File: src/rtl/vga_fb_pkg.sv
// vga_fb_pkg: framebuffer geometry, fetch-state type and pixel-to-word
// address helper shared by the arbiter and its FIFO.
package vga_fb_pkg;

    localparam int H_ACT          = 640;
    localparam int V_ACT          = 480;
    localparam int FB_PPW         = 4;
    localparam int WORDS_PER_LINE = H_ACT / FB_PPW;
    localparam int FRAME_WORDS    = WORDS_PER_LINE * V_ACT;
    localparam int FB_ADDR_W      = 17;

    typedef enum logic [1:0] {
        IDLE = 2'd0,
        FILL = 2'd1,
        DONE = 2'd2
    } fetch_state_e;

    function automatic logic [FB_ADDR_W-1:0] fb_addr(
        input logic [9:0] x,
        input logic [8:0] y
    );
        return FB_ADDR_W'(y) * FB_ADDR_W'(WORDS_PER_LINE)
             + FB_ADDR_W'(x / 10'(FB_PPW));
    endfunction

endpackage

File: src/rtl/vga_fb_fifo.sv
// vga_fb_fifo: show-ahead synchronous FIFO for prefetched display words.
// Flush empties it in one cycle and wins over a same-cycle push.
module vga_fb_fifo
    import vga_fb_pkg::*;
#(
    parameter  int W     = 16,
    parameter  int DEPTH = 8,
    localparam int PW    = $clog2(DEPTH),
    localparam int LW    = PW + 1
) (
    input  logic          clk,
    input  logic          reset,
    input  logic          flush,
    input  logic          push,
    input  logic          pop,
    input  logic [W-1:0]  wdata,
    output logic [W-1:0]  rdata,
    output logic [LW-1:0] level,
    output logic          empty
);

    logic [W-1:0]  mem_q [DEPTH];
    logic [PW-1:0] wp_q;
    logic [PW-1:0] rp_q;
    logic [LW-1:0] lvl_q;

    always_ff @(posedge clk) begin
        if (push && !flush) begin
            mem_q[wp_q] <= wdata;
        end
    end

    always_ff @(posedge clk or posedge reset) begin
        if (reset) begin
            wp_q  <= '0;
            rp_q  <= '0;
            lvl_q <= '0;
        end else if (flush) begin
            wp_q  <= '0;
            rp_q  <= '0;
            lvl_q <= '0;
        end else begin
            if (push) begin
                wp_q <= wp_q + 1'b1;
            end
            if (pop) begin
                rp_q <= rp_q + 1'b1;
            end
            lvl_q <= lvl_q + LW'(push) - LW'(pop);
        end
    end

    assign rdata = mem_q[rp_q];
    assign level = lvl_q;
    assign empty = (lvl_q == '0);

endmodule

File: src/rtl/vga_fb_arbiter.sv
// vga_fb_arbiter: shares one packed framebuffer RAM between display prefetch
// and a pixel writer. Optional VGA_FB_UFLOW_CNT_EN adds a starved-pixel counter.
module vga_fb_arbiter
    import vga_fb_pkg::*;
#(
    parameter int PIX_W        = 4,
    parameter int PIX_PER_WORD = 4,
    parameter int ADDR_W       = 17,
    parameter int FIFO_DEPTH   = 8,
    parameter int LOW_WATER    = 2
) (
    input  logic                          clk,
    input  logic                          reset,
    input  logic                          blank_n,
    input  logic                          vs,
    output logic [PIX_W-1:0]              pix_color,
    output logic                          pix_valid,
    input  logic                          wr_valid,
    output logic                          wr_ready,
    input  logic [9:0]                    wr_x,
    input  logic [8:0]                    wr_y,
    input  logic [PIX_W-1:0]              wr_color,
    output logic                          mem_en,
    output logic                          mem_we,
    output logic [ADDR_W-1:0]             mem_addr,
    output logic [PIX_PER_WORD-1:0]       mem_be,
    output logic [PIX_W*PIX_PER_WORD-1:0] mem_wdata,
    input  logic [PIX_W*PIX_PER_WORD-1:0] mem_rdata,
`ifdef VGA_FB_UFLOW_CNT_EN
    output logic [15:0]                   uflow_cnt,
`endif
    output logic                          underflow
);

    localparam int DW     = PIX_W * PIX_PER_WORD;
    localparam int LANE_W = $clog2(PIX_PER_WORD);
    localparam int LVL_W  = $clog2(FIFO_DEPTH) + 1;

    fetch_state_e          state_q;
    logic [ADDR_W-1:0]     raddr_q;
    logic                  mem_en_q;
    logic                  mem_we_q;
    logic [ADDR_W-1:0]     mem_addr_q;
    logic [PIX_PER_WORD-1:0] mem_be_q;
    logic [DW-1:0]         mem_wdata_q;
    logic                  rd_ret_q;
    logic [LANE_W-1:0]     sub_q;
    logic [PIX_W-1:0]      pix_color_q;
    logic                  pix_valid_q;
    logic                  underflow_q;

    logic                  flush;
    logic                  rd_pend;
    logic [LVL_W-1:0]      level;
    logic [LVL_W-1:0]      occ;
    logic                  empty;
    logic [DW-1:0]         head;
    logic                  fill;
    logic                  low;
    logic                  room;
    logic                  rd_go;
    logic                  wr_go;
    logic                  in_range;
    logic                  sub_last;
    logic                  push;
    logic                  pop;

    // occ counts words already queued plus the two read pipeline stages
    assign flush    = !vs || (state_q == IDLE);
    assign rd_pend  = mem_en_q && !mem_we_q;
    assign occ      = level + LVL_W'(rd_pend) + LVL_W'(rd_ret_q);
    assign fill     = (state_q == FILL) && vs;
    assign low      = fill && (int'(occ) < LOW_WATER);
    assign room     = fill && (int'(occ) < FIFO_DEPTH);
    assign wr_ready = wr_valid && !low;
    assign wr_go    = wr_ready;
    assign rd_go    = low || (!wr_valid && room);
    assign in_range = (wr_x < 10'(H_ACT)) && (wr_y < 9'(V_ACT));
    assign sub_last = (sub_q == LANE_W'(PIX_PER_WORD - 1));
    assign push     = rd_ret_q && !flush;
    assign pop      = blank_n && !empty && !flush && sub_last;

    vga_fb_fifo #(
        .W     (DW),
        .DEPTH (FIFO_DEPTH)
    ) u_fifo (
        .clk   (clk),
        .reset (reset),
        .flush (flush),
        .push  (push),
        .pop   (pop),
        .wdata (mem_rdata),
        .rdata (head),
        .level (level),
        .empty (empty)
    );

    always_ff @(posedge clk or posedge reset) begin
        if (reset) begin
            state_q     <= IDLE;
            raddr_q     <= '0;
            mem_en_q    <= 1'b0;
            mem_we_q    <= 1'b0;
            mem_addr_q  <= '0;
            mem_be_q    <= '0;
            mem_wdata_q <= '0;
        end else begin
            mem_en_q <= rd_go || (wr_go && in_range);
            mem_we_q <= wr_go && in_range;
            if (rd_go) begin
                mem_addr_q <= raddr_q;
                mem_be_q   <= '0;
            end else if (wr_go && in_range) begin
                mem_addr_q  <= ADDR_W'(fb_addr(wr_x, wr_y));
                mem_be_q    <= PIX_PER_WORD'(1) << wr_x[LANE_W-1:0];
                mem_wdata_q <= {PIX_PER_WORD{wr_color}};
            end
            if (!vs) begin
                state_q <= IDLE;
                raddr_q <= '0;
            end else begin
                unique case (state_q)
                    IDLE: begin
                        state_q <= FILL;
                        raddr_q <= '0;
                    end
                    FILL: begin
                        if (rd_go) begin
                            raddr_q <= raddr_q + 1'b1;
                            if (raddr_q == ADDR_W'(FRAME_WORDS - 1)) begin
                                state_q <= DONE;
                            end
                        end
                    end
                    DONE: state_q <= DONE;
                    default: state_q <= IDLE;
                endcase
            end
        end
    end

    always_ff @(posedge clk or posedge reset) begin
        if (reset) begin
            rd_ret_q    <= 1'b0;
            sub_q       <= '0;
            pix_color_q <= '0;
            pix_valid_q <= 1'b0;
            underflow_q <= 1'b0;
        end else begin
            rd_ret_q    <= rd_pend && !flush;
            pix_valid_q <= blank_n;
            if (blank_n) begin
                pix_color_q <= empty ? '0
                             : head[int'(sub_q)*PIX_W +: PIX_W];
                if (empty) begin
                    underflow_q <= 1'b1;
                end
            end else begin
                pix_color_q <= '0;
            end
            // a starved pixel still advances sub so timing stays on grid
            if (flush) begin
                sub_q <= '0;
            end else if (blank_n) begin
                sub_q <= sub_last ? '0 : sub_q + 1'b1;
            end
        end
    end

`ifdef VGA_FB_UFLOW_CNT_EN
    logic [15:0] ucnt_q;

    always_ff @(posedge clk or posedge reset) begin
        if (reset) begin
            ucnt_q <= '0;
        end else if (blank_n && empty && (ucnt_q != 16'hFFFF)) begin
            ucnt_q <= ucnt_q + 16'd1;
        end
    end

    assign uflow_cnt = ucnt_q;
`endif

    assign pix_color = pix_color_q;
    assign pix_valid = pix_valid_q;
    assign mem_en    = mem_en_q;
    assign mem_we    = mem_we_q;
    assign mem_addr  = mem_addr_q;
    assign mem_be    = mem_be_q;
    assign mem_wdata = mem_wdata_q;
    assign underflow = underflow_q;

endmodule

File: config.mk
export PLATFORM = sky130hd
export DESIGN_NAME = vga_fb_arbiter
export DESIGN_NICKNAME = d
export VERILOG_FILES = /design/src/rtl/vga_fb_pkg.sv /design/src/rtl/vga_fb_fifo.sv /design/src/rtl/vga_fb_arbiter.sv
export SDC_FILE = /design/constraint.sdc
export NUM_CORES = 1
export LEC_CHECK = 0
export ABC_AREA = 1
export ABC_CLOCK_PERIOD_IN_PS = 5590
export CELL_PAD_IN_SITES_DETAIL_PLACEMENT = 1
export CELL_PAD_IN_SITES_GLOBAL_PLACEMENT = 1
export CORE_MARGIN = 2
export CORE_UTILIZATION = 35
export DETAILED_ROUTE_END_ITERATION = 10
export MAX_ROUTING_LAYER = met4
export PLACE_DENSITY = 0.66
export SETUP_SLACK_MARGIN = 0.3
export SYNTH_ARGS = -nofsm -noshare
export SYNTH_HDL_FRONTEND = slang
export SYNTH_HIERARCHICAL = 1
export SYNTH_SLANG_ARGS = --single-unit
File: constraint.sdc
create_clock -name clk -period 5.59 [get_ports clk]
set_clock_uncertainty 0.2 [all_clocks]
set_input_delay 1.3975 -clock clk [delete_from_list [all_inputs] [get_ports clk]]
set_output_delay 1.3975 -clock clk [all_outputs]
set_load 0.005 [all_outputs]
== Word level (Yosys, flattened, before mapping) ==
Memories as Yosys holds them, arrays and structs flattened.
Cells that the tools add are included.

* Register bits after elaboration: 77
* Latch bits: 0
* RAM bits: 128
* Bits in read-only memories: 0
* Bits of input ports: 44
* Output and inout port bits: 46
* Memories: 1

* Add/sub/neg operators: 9
* $mul: 1
* Divide/modulo/power cells: 0
* Magnitude comparators: 4
* Eq/ne operators: 7
* Shift operators: 2
* Multiplexer cells: 23
* Bitwise logic cells: 1
* Reduce and logical (&&, ||, !) cells: 33

{| class="wikitable"
|+ Memories
! name !! depth !! width !! read ports !! clocked after Yosys merged registers in !! write ports !! RTL line !! text
|-
| u_fifo.mem_q || 8 || 16 || 1 || 0 || 1 || vga_fb_fifo.sv:22 || <nowiki>logic [W-1:0] mem_q [DEPTH];</nowiki>
|}

{| class="wikitable"
|+ Operator list
! operator !! number
|-
| two-way mux 17 bit || 4
|-
| one-hot mux 17 bit (2 select lines) || 1
|-
| two-way mux 4 bit || 5
|-
| adder 17 x 1 -> 17 bit, second input constant || 1
|-
| adder 17 x 8 -> 17 bit || 1
|-
| == test 17 bit, second input constant || 1
|-
| variable part select 16 x 5 -> 4 bit || 1
|-
| logical AND 1 bit || 14
|-
| adder 4 x 1 -> 4 bit || 3
|-
| multiplier 9 x 3 -> 12 bit, second input constant || 1
|-
| two-way mux 2 bit || 6
|-
| two-way mux 3 bit || 4
|-
| < comparator 10 bit, second input constant || 1
|-
| < comparator 9 bit, second input constant || 1
|-
| AND reduction 2 bit || 4
|-
| nonzero test 2 bit || 4
|-
| adder 3 x 1 -> 3 bit, second input constant || 2
|-
| logical NOT 1 bit || 6
|-
| one-hot mux 2 bit (3 select lines) || 1
|-
| == test 2 bit, second input constant || 2
|-
| logical NOT 4 bit || 1
|-
| < comparator 4 x 2 -> 1 bit, second input constant || 1
|-
| < comparator 4 bit, second input constant || 1
|-
| << shifter 1 x 2 -> 4 bit, first input constant || 1
|-
| 10 further kinds || 13
|}

== Depth between registers and ports, before layout ==
Gate-level depths: netlist of run 1.

* Depth in word-level cells: 11
* Depth in mapped cells: 16
* Gate-level depth less buffers: 15

== Modules after synthesis ==
Netlist of run 1, hierarchy kept.

{| class="wikitable"
|+ Modules (own cells, without submodules)
! module !! instances !! cells each !! area an instance (um^2)
|-
| vga_fb_fifo || 1 || 632 || 6234.7
|-
| vga_fb_arbiter || 1 || 543 || 3881.2
|}

== Worst setup path after synthesis of run 1 ==
Ideal clock, no wire load.

* Path kind: input-to-output
* Start point: in vs
* End point: out wr_ready
* Arrival: 1.927 ns
* Required time: 3.993 ns
* Setup slack: 2.066 ns
* Stages on the path: 6
* Buffers on the path: 1
* Cells stage by stage: nand2_2 -> a21oi_2 -> nand3_2 -> buf_6 -> nand2_4 -> inv_1

* Longest elaborated chain between the ends: 4

{| class="wikitable"
|+ Ends and longest elaborated chain
! what !! RTL line !! text
|-
| start: declaration || vga_fb_arbiter.sv:15 || <nowiki>input logic vs,</nowiki>
|-
| logical AND 1 bit || vga_fb_arbiter.sv:72 || <nowiki>assign fill = (state_q == FILL) && vs;</nowiki>
|-
| logical AND 1 bit || vga_fb_arbiter.sv:73 || <nowiki>assign low = fill && (int'(occ) < LOW_WATER);</nowiki>
|-
| logical NOT 1 bit || vga_fb_arbiter.sv:75 || <nowiki>assign wr_ready = wr_valid && !low;</nowiki>
|-
| logical AND 1 bit || vga_fb_arbiter.sv:75 ||
|-
| end: declaration || vga_fb_arbiter.sv:19 || <nowiki>output logic wr_ready,</nowiki>
|}

No other way between the ends.

== Worst setup path after layout of run 1 ==
Ends and elaborated chain as after synthesis.

==> results of run 1 <==
==> registers in the layout, indices dropped and copies added (netlist names) <==
register	flops
u_fifo/level	4
sub_q	2
mem_be	4
underflow	1
mem_addr	17
mem_en	1
u_fifo/rp_q	3
rd_ret_q	1
pix_valid	1
pix_color	4
state_q	2
mem_wdata	4
raddr_q	17
u_fifo/wp_q	3
mem_we	1
u_fifo/mem_q	128
==> cell type report <==
cell class	instances	area, sq um
clock inverters	15	191
fillers	3414	16700
clock buffers	17	425
repair buffers	103	996
flip-flops and latches	193	5470
multi-input cells	717	3460
well taps	384	480
inverters	216	811
==> logic make-up after synthesis <==
kind of cell	after synthesis	synth area share
simple gates	608	0.253
compound gates	67	0.0359
buf+inv	265	0.119
xor+xnor	8	0.00693
fa+ha+maj	34	0.0443
flops	193	0.541
==> how the worst max path moves through the flow <==
stage,end,slack (ps),from
2_1_floorplan,wr_ready,2070,vs
3_3_place_gp,wr_ready,940,vs
5_1_grt,wr_ready,850,vs
6_report,wr_ready,970,vs
4_1_cts,wr_ready,960,vs
3_5_place_dp,wr_ready,960,vs
==> power breakdown <==
part           leakage (nW)  switching [W]  total, W  internal [W]
combinational          3.14       0.000364  0.000673      0.000309
clock                 0.298       0.000629   0.00124      0.000612
sequential             2.01      0.0000696   0.00168       0.00161
==> worst max-delay path, delay by kind of cell <==
family	cells	cell delay (ps)
AOI/OAI and AO/OA	1	140
and+or+nand+nor	3	360
buffers and inverters	3	1100
==> stage by stage <==
step	hold slack, ps	setup WS, ps
detailed placement	264	958
CTS	283	956
floorplan	253	2070
global route	311	850
global placement	256	943
finish	277	974
==> layer usage <==
| layer | global-route usage | share of wire | vias to the layer above |
|---|---|---|---|
| met4 | 0.0445 | 0.013 | 0 |
| met1 | 0.235 | 0.46 | 3798 |
| met5 | - | 0 | - |
| met3 | 0.0254 | 0.024 | 27 |
| met2 | 0.320 | 0.50 | 75 |
| li1 | - | - | 3828 |
==> Yosys cell counts, drive strengths merged <==
| library cell | instances |
|---|---|
| a21oi | 20 |
| or2 | 4 |
| inv | 215 |
| a211oi | 2 |
| ha | 31 |
| xnor2 | 3 |
| nand3b | 5 |
| o21ai | 37 |
| nand2 | 390 |
| xor2 | 5 |
| nor3 | 8 |
| nor2 | 70 |
| clkinv | 1 |
| o211ai | 4 |
| dfrtp | 65 |
| o21a | 1 |
| clkbuf | 3 |
| edfxtp | 128 |
| a31oi | 1 |
| nand3 | 122 |
| fa | 3 |
| buf | 46 |
| nand4 | 9 |
| o21bai | 2 |
==> impl_metrics.csv, run 1 <==
group,metric,value,unit
setup_path,r2r-start,"rd_ret_q",
cells_and_area,fin_util,0.414,
route,wl_per_cell,16.1,microns
route,final_antenna_net_count,0,
cts,clkLatencyLatePin,440,ps
job,max_cap_viol_count,0,
floorplanning,rows,62,
logic_synthesis,netlist_top_cells_area,"edfxtp_1, dfrtp_1, nand2_1",
sta,slew_viol_final,0,
cts,cts_setup_buffers,0,
logic_synthesis,netlist_area,10100,sq um
setup_path,reg2reg_setup_slack,2560,ps
route,drt-initial-drc-count,336,
setup_path,path_class,"in -> out",
hold_path,hold_path_depth,2,
global_route,grt_start_max_net_pins,66,
placed_design,gp_congestion,0.842,
power_and_ir_drop,p_leak,5.45,nW
logic_synthesis,synth_seq_area_share,0.541,
sta,final-hold-violation-count,0,
global_route,grt_pass1_wl,43.4,mm
logic_synthesis,synth_top_cell_area_share,0.380,
setup_path,crit_top_cell,"clkdlybuf4s50_1",
sta,max_slew_margin,0.435,
sta,setup_viol,0,
setup_path,start_kind,"input port",
sta,finalCritPeriodShare,0.826,
setup_path,critPathCaptureType,"primary output",
sta,timing.fmax,0.217,GHz
route,drc,0,
setup_path,crit_slowest_cell,"clkdlybuf4s50_1",
power_and_ir_drop,powerDensity,304,nW/um^2
status,status,"finished clean",
cts,cts_tree,"built",
cts,clockBufferDepth,2,
placed_design,dp.cells,1613,
route,viasPerCell,4.70,
logic_synthesis,synth-seq-cells,193,
setup_path,worstReg2RegEnd,"mem_be[3]",
floorplanning,die_w,174,microns
setup_path,required,3990,ps
logic_synthesis,yosysTopAreaCell,"edfxtp_1",
cts,clk_pin_slew,80,ps
floorplanning,core_area,28500,sq um
cts,cts.sinks,193,
setup_path,ff2ff_path_depth,15,
cts,cts_resized,0,
cells_and_area,layout_common_cells,"nand2_1, inv_1, edfxtp_1",
route,vias,7728,
logic_synthesis,avgSynthCellArea,8.61,sq um
placed_design,placed_area,11200,sq um
logic_synthesis,yosysUniqueCellTypes,37,
sta,min_period,4620,ps
setup_path,critical_path_peak_fanout,7,
setup_path,cp_data_arrival_time,3020,ps
hold_path,min_path_type,"reg -> reg",
global_route,grt_pass1_vias,8225,
floorplanning,ios,90,
cells_and_area,final_common_cell,"nand2_1",
cts,htree_num_levels,4,
floorplanning,dieArea,30300,sq um
placed_design,hpwl,18.0,mm
global_route,grt_usage,0.187,
logic_synthesis,syn_inst,1175,
cts,ctsHoldBuffers,0,
cells_and_area,layout-drive-gt1-share,0.0603,
route,wirelength,26.4,mm
sta,tns,0,ps
floorplanning,die_h,174,microns
global_route,antenna_found_initial,0,
floorplanning,initial_core_util,0.354,
setup_path,crit_path_cell_trace,"clkdlybuf4s50_1, nand2_2, a21oi_2, nand3_2, nand2_4, inv_1, clkdlybuf4s50_1",
global_route,grt_remaining_overflow,0,
hold_path,min_from,"mem_be[2]",
hold_path,hold_end,"mem_be[2]",
cells_and_area,final_area,11800,sq um
placed_design,port_buffers,89,
setup_path,cpPeakStageDelay,630,ps
sta,rsz0062_at_grt,"false",
power_and_ir_drop,ir_drop,0.168,mV
cts,root_buffer,"clkbuf_16",
logic_synthesis,synth_nets,1253,
logic_synthesis,yosysWarningCount,6,
cts,numCtsBuffers,17,
power_and_ir_drop,power,0.00359,W
cells_and_area,num_antenna_cells,0,
cells_and_area,final_cells,1645,
sta,worst_pin_slew,847,ps
route,dr.pass1.iters,4,
cells_and_area,syn_to_final_growth,17.0,%
cells_and_area,nets,1326,
No activity file was read; power rests on OpenSTA's default activity.
==> run 2, diff against run 1 <==
Settings changed: ABC_CLOCK_PERIOD_IN_PS 5590 to 4400.
Clock period 5.59 ns to 4.4 ns, I/O delays scaled along.
==> impl_metrics.csv, run 2 (synthesis gave the netlist of run 1 again) <==
group,metric,value,unit
power_and_ir_drop,power,0.00459,W
sta,timing.fmax,0.255,GHz
sta,hold_slack,281,ps
route,wl_per_cell,16.1,microns
cells_and_area,syn_to_final_growth,17.5,%
cells_and_area,fin_util,0.416,
setup_path,path_class,"reg -> out",
cts,htree_num_levels,4,
route,drt-initial-drc-count,412,
floorplanning,die_h,174,microns
sta,max_slew_margin,0.470,
setup_path,cp_data_arrival_time,2620,ps
sta,rsz0062_at_grt,"false",
cts,root_buffer,"clkbuf_16",
cts,ctsHoldBuffers,0,
global_route,grt_pass1_wl,43.0,mm
sta,finalCritPeriodShare,0.890,
sta,slew_viol_final,0,
setup_path,worstReg2RegEnd,"mem_addr[6]",
placed_design,dp.cells,1619,
floorplanning,core_area,28500,sq um
cts,clkLatencyLatePin,440,ps
setup_path,reg2reg_setup_slack,1330,ps
cts,cts_tree,"built",
floorplanning,rows,62,
cts,clockBufferDepth,2,
sta,tns,0,ps
status,status,"finished clean",
hold_path,min_path_type,"reg -> reg",
route,wirelength,26.6,mm
setup_path,critical_path_peak_fanout,3,
sta,final-hold-violation-count,0,
cells_and_area,nets,1332,
global_route,grt_start_max_net_pins,66,
global_route,grt_remaining_overflow,0,
route,dr.pass1.iters,4,
route,vias,7816,
cells_and_area,ff_latch_area,5470,sq um
cells_and_area,regMostFlops,"u_fifo/mem_q",
global_route,grt_usage,0.186,
cells_and_area,final_common_cell,"nand2_1",
sta,setup_viol,0,
setup_path,ff2ff_path_depth,14,
cells_and_area,layout_common_cells,"nand2_1, inv_1, edfxtp_1",
power_and_ir_drop,p_leak,5.49,nW
cells_and_area,multi_input_area,3460,sq um
floorplanning,ios,90,
cts,clk_pin_slew,70,ps
setup_path,r2r-start,"u_fifo/level[0]",
placed_design,port_buffers,89,
cts,cts_setup_buffers,0,
floorplanning,initial_core_util,0.354,
floorplanning,dieArea,30300,sq um
route,viasPerCell,4.73,
setup_path,start_kind,"flop",
cts,numCtsBuffers,17,
setup_path,critPathCaptureType,"primary output",
cells_and_area,final_cells,1651,
hold_path,hold_end,"mem_addr[2]",
sta,min_period,3920,ps
power_and_ir_drop,powerDensity,387,nW/um^2
cts,cts.sinks,193,
floorplanning,die_w,174,microns
global_route,grt_pass1_vias,8089,
setup_path,required,3100,ps
job,max_cap_viol_count,0,
hold_path,min_from,"mem_addr[2]",
cells_and_area,num_antenna_cells,0,
cells_and_area,layout-drive-gt1-share,0.0655,
route,drc,0,
sta,worst_pin_slew,794,ps
route,final_antenna_net_count,0,
global_route,antenna_found_initial,0,
cells_and_area,fillCellCount,3415,
power_and_ir_drop,ir_drop,0.171,mV
placed_design,gp_congestion,0.873,
cells_and_area,largest_reg_flops,128,
placed_design,hpwl,18.5,mm
hold_path,hold_path_depth,2,
## run 2: changes by cell type in the layout (fill, tap and decap cells not counted), sizes merged
cell,change
inv,+2
buf,+6
clkdlybuf4s50,-1
clkinv,-2
dlygate4sd2,+1
## run 2: worst max-delay path by stage
stage / start / endpoint / slack (ps)
finish: u_fifo/level[0] / wr_ready / 480
global route: u_fifo/level[0] / wr_ready / 320
CTS: u_fifo/level[0] / wr_ready / 450
detailed placement: vs / u_fifo/level[1] / 290
global placement: vs / wr_ready / 360
floorplan: wr_y[1] / mem_addr[14] / 1190
## run 2: area by class of cell
type / count / share of cell area
flip-flops and latches: 193 / 0.460
multi-input cells: 717 / 0.291
repair buffers: 109 / 0.0875
inverters: 216 / 0.0682
well taps: 384 / 0.0404
clock buffers: 17 / 0.0358
clock inverters: 15 / 0.0163
## run 2: critical path, cell delays in order, from the launching register on
cell             delay, ps
dfrtp_1                420
ha_1                   300
nand3_2                 80
nand2_2                 60
ha_1                   280
inv_1                   70
nand3_2                120
a21oi_2                160
nand3_2                110
nand2_4                110
inv_1                   50
clkdlybuf4s50_1        430
## run 2: per-stage QoR
stage	worst slack, ps	area, sq um
after floorplan	1190	10100
after global placement	357	11300
after detailed placement	287	11300
after CTS	445	11900
after global routing	319	11900
final	483	11900
## run 2: power breakdown
part | switching [W] | internal (W) | total (W)
Sequential | 0.0000826 | 0.00204 | 0.00213
Combinational | 0.000466 | 0.000397 | 0.000863
Clock | 0.000821 | 0.000784 | 0.00160
Total | 0.00137 | 0.00322 | 0.00459
## run 2: metal layers
layer  vias to the layer above  routed length, microns  track usage
li1                       3839                       -            -
met1                      3866                   12200        0.236
met2                        87                   13400        0.318
met3                        24                     587       0.0232
met4                         0                     333       0.0420
met5                         -                       0            -
## run 2: what timing repair did
action	4_1_cts	5_1_grt
endpoints found under the setup margin	1	1
gates resized for setup	1	1
pin swaps	0	1
==> run 3, diff against run 2 <==
Settings changed: PLACE_DENSITY 0.66 to 0.64.
==> impl_metrics.csv, run 3 (synthesis gave the netlist of run 1 again) <==
group,metric,value,unit
setup_path,r2r-start,"u_fifo/level[0]",
sta,worst_pin_slew,1020,ps
cells_and_area,syn_to_final_growth,17.3,%
cts,numCtsBuffers,17,
floorplanning,core_area,28500,sq um
floorplanning,initial_core_util,0.354,
cells_and_area,regMostFlops,"u_fifo/mem_q",
route,dr_wl_met3,582,microns
sta,max_slew_margin,0.320,
cts,htree_num_levels,4,
route,wirelength_met1,11.9,mm
cells_and_area,fin_util,0.416,
route,drc,0,
global_route,grt_pass1_vias,8110,
floorplanning,rows,62,
placed_design,port_buffers,89,
route,final_antenna_net_count,0,
hold_path,hold_path_depth,2,
route,wirelength,25.9,mm
route,wl_per_cell,15.7,microns
cells_and_area,largest_reg_flops,128,
hold_path,min_path_type,"reg -> reg",
sta,setup_viol,0,
sta,slew_viol_final,0,
cts,cts_tree,"built",
floorplanning,dieArea,30300,sq um
power_and_ir_drop,p_comb_frac,0.187,
power_and_ir_drop,netSwitchingPower,0.00136,W
placed_design,gp_congestion,0.864,
floorplanning,ios,90,
setup_path,start_kind,"flop",
power_and_ir_drop,p_leak,5.49,nW
power_and_ir_drop,p_int,0.00323,W
route,dr.pass1.iters,4,
sta,rsz0062_at_grt,"false",
power_and_ir_drop,ir_drop,0.195,mV
setup_path,critPathCaptureType,"primary output",
setup_path,path_class,"reg -> out",
cts,cts_setup_buffers,0,
sta,min_period,3880,ps
floorplanning,die_h,174,microns
setup_path,cpPeakStageDelay,430,ps
sta,tns,0,ps
setup_path,cp_data_arrival_time,2580,ps
floorplanning,die_w,174,microns
cells_and_area,final_common_cell,"nand2_1",
setup_path,reg2reg_setup_slack,1390,ps
sta,finalCritPeriodShare,0.882,
setup_path,path_buf_inv,3,
cts,clk_pin_slew,80,ps
route,vias,7629,
route,viasPerCell,4.63,
cells_and_area,fillCellCount,3384,
setup_path,crit_end,"wr_ready",
setup_path,required,3100,ps
cts,clockBufferDepth,2,
cells_and_area,layout_common_cells,"nand2_1, inv_1, edfxtp_1",
global_route,grt_start_max_net_pins,66,
setup_path,critical_path_peak_fanout,3,
sta,timing.fmax,0.258,GHz
sta,final-hold-violation-count,0,
cts,root_buffer,"clkbuf_16",
cells_and_area,layout-drive-gt1-share,0.0633,
setup_path,worstReg2RegEnd,"mem_addr[6]",
setup_path,critical_path.startpoint,"u_fifo/level[0]",
power_and_ir_drop,p_sw_frac,0.297,
cts,cts.sinks,193,
cells_and_area,nets,1329,
global_route,grt_usage,0.184,
setup_path,path_depth,11,
cts,clkLatencyLatePin,440,ps
route,drt-initial-drc-count,387,
status,status,"finished clean",
global_route,grt_pass1_wl,42.3,mm
global_route,antenna_found_initial,0,
setup_path,crit_top_cell,"nand3_2",
global_route,grt_remaining_overflow,0,
setup_path,crit_slowest_cell,"clkdlybuf4s50_1",
power_and_ir_drop,powerDensity,387,nW/um^2
placed_design,hpwl,17.9,mm
route,wl_met2,13.1,mm
power_and_ir_drop,power.share.clock,0.350,
setup_path,ff2ff_path_depth,14,
route,top_layer,"met4",
power_and_ir_drop,seqPwrFrac,0.463,
setup_path,critPathTopFamily,"adder cells",
cells_and_area,num_antenna_cells,0,
job,max_cap_viol_count,0,
setup_path,crit_path_cell_trace,"ha_1, nand3_2, nand2_2, ha_1, inv_1, nand3_2, a21oi_2, nand3_2, nand2_4, inv_1, clkdlybuf4s50_1",
hold_path,min_from,"mem_addr[2]",
-- run 3: changes by cell type in the layout (fill, tap and decap cells not counted), sizes merged --
cell,change
inv,+3
dlymetal6s2s,+1
clkinv,-3
buf,-3
dlygate4sd2,-1
-- run 3: per-layer routing --
metal	vias to the layer above	track usage
met5	-	-
met4	0	0.0515
met3	28	0.0214
met2	79	0.322
met1	3686	0.224
li1	3836	-
-- run 3: how the worst min path moves through the flow --
stage,end,slack (ps)
after floorplan,state_q[1],250
after global placement,mem_addr[3],260
after detailed placement,mem_addr[2],270
after CTS,mem_addr[2],280
after global routing,mem_addr[0],310
final,mem_addr[2],270
-- run 3: power groups by stage --
stage / sequential (W) / combinational (W) / clock (W)
floorplan: 0.00215 / 0.000497 / 0
global placement: 0.00217 / 0.000863 / 0
detailed placement: 0.00217 / 0.000872 / 0
CTS: 0.00213 / 0.000878 / 0.00165
global route: 0.00214 / 0.000968 / 0.00170
finish: 0.00213 / 0.000858 / 0.00161
-- run 3: worst reg2reg max path, stage by stage, from the launching register on --
cell and delay (ps):
dfrtp_1 420, ha_1 290, nand3_2 80, nand2_2 60, ha_1 270, inv_1 40
nand3_2 90, a21oi_2 70, nand3_2 100, buf_4 380, nand3b_2 420, nand2_4 240
inv_2 120, nand2_1 80, nand2_1 40
-- run 3: layout make-up --
cell class	count	area [sq um]	area share
sequential	193	5470	0.461
multi-input combinational	717	3460	0.292
clock inverter	15	191	0.0161
timing repair buffer	106	1020	0.0861
inverter	216	811	0.0683
clock buffer	17	425	0.0359
tap	384	480	0.0405
-- run 3: per-stage QoR --
| stage | hold slack [ps] | power, W | setup WS [ps] | instance area [sq um] | std cells |
|---|---|---|---|---|---|
| finish | 274 | 0.00459 | 518 | 11900 | 1648 |
| global route | 306 | 0.00481 | 322 | 11900 | 1648 |
| CTS | 281 | 0.00466 | 339 | 11900 | 1648 |
| detailed placement | 266 | 0.00304 | 340 | 11200 | 1616 |
| global placement | 256 | 0.00303 | 352 | 11200 | 1616 |
| floorplan | 253 | 0.00265 | 1190 | 10100 | 1175 |
-- run 3: what timing repair did --
| item | CTS | global route |
|---|---|---|
| endpoints found under the setup margin | 0 | 1 |
| resized for setup | 0 | 2 |
| hold buffers | 0 | 0 |
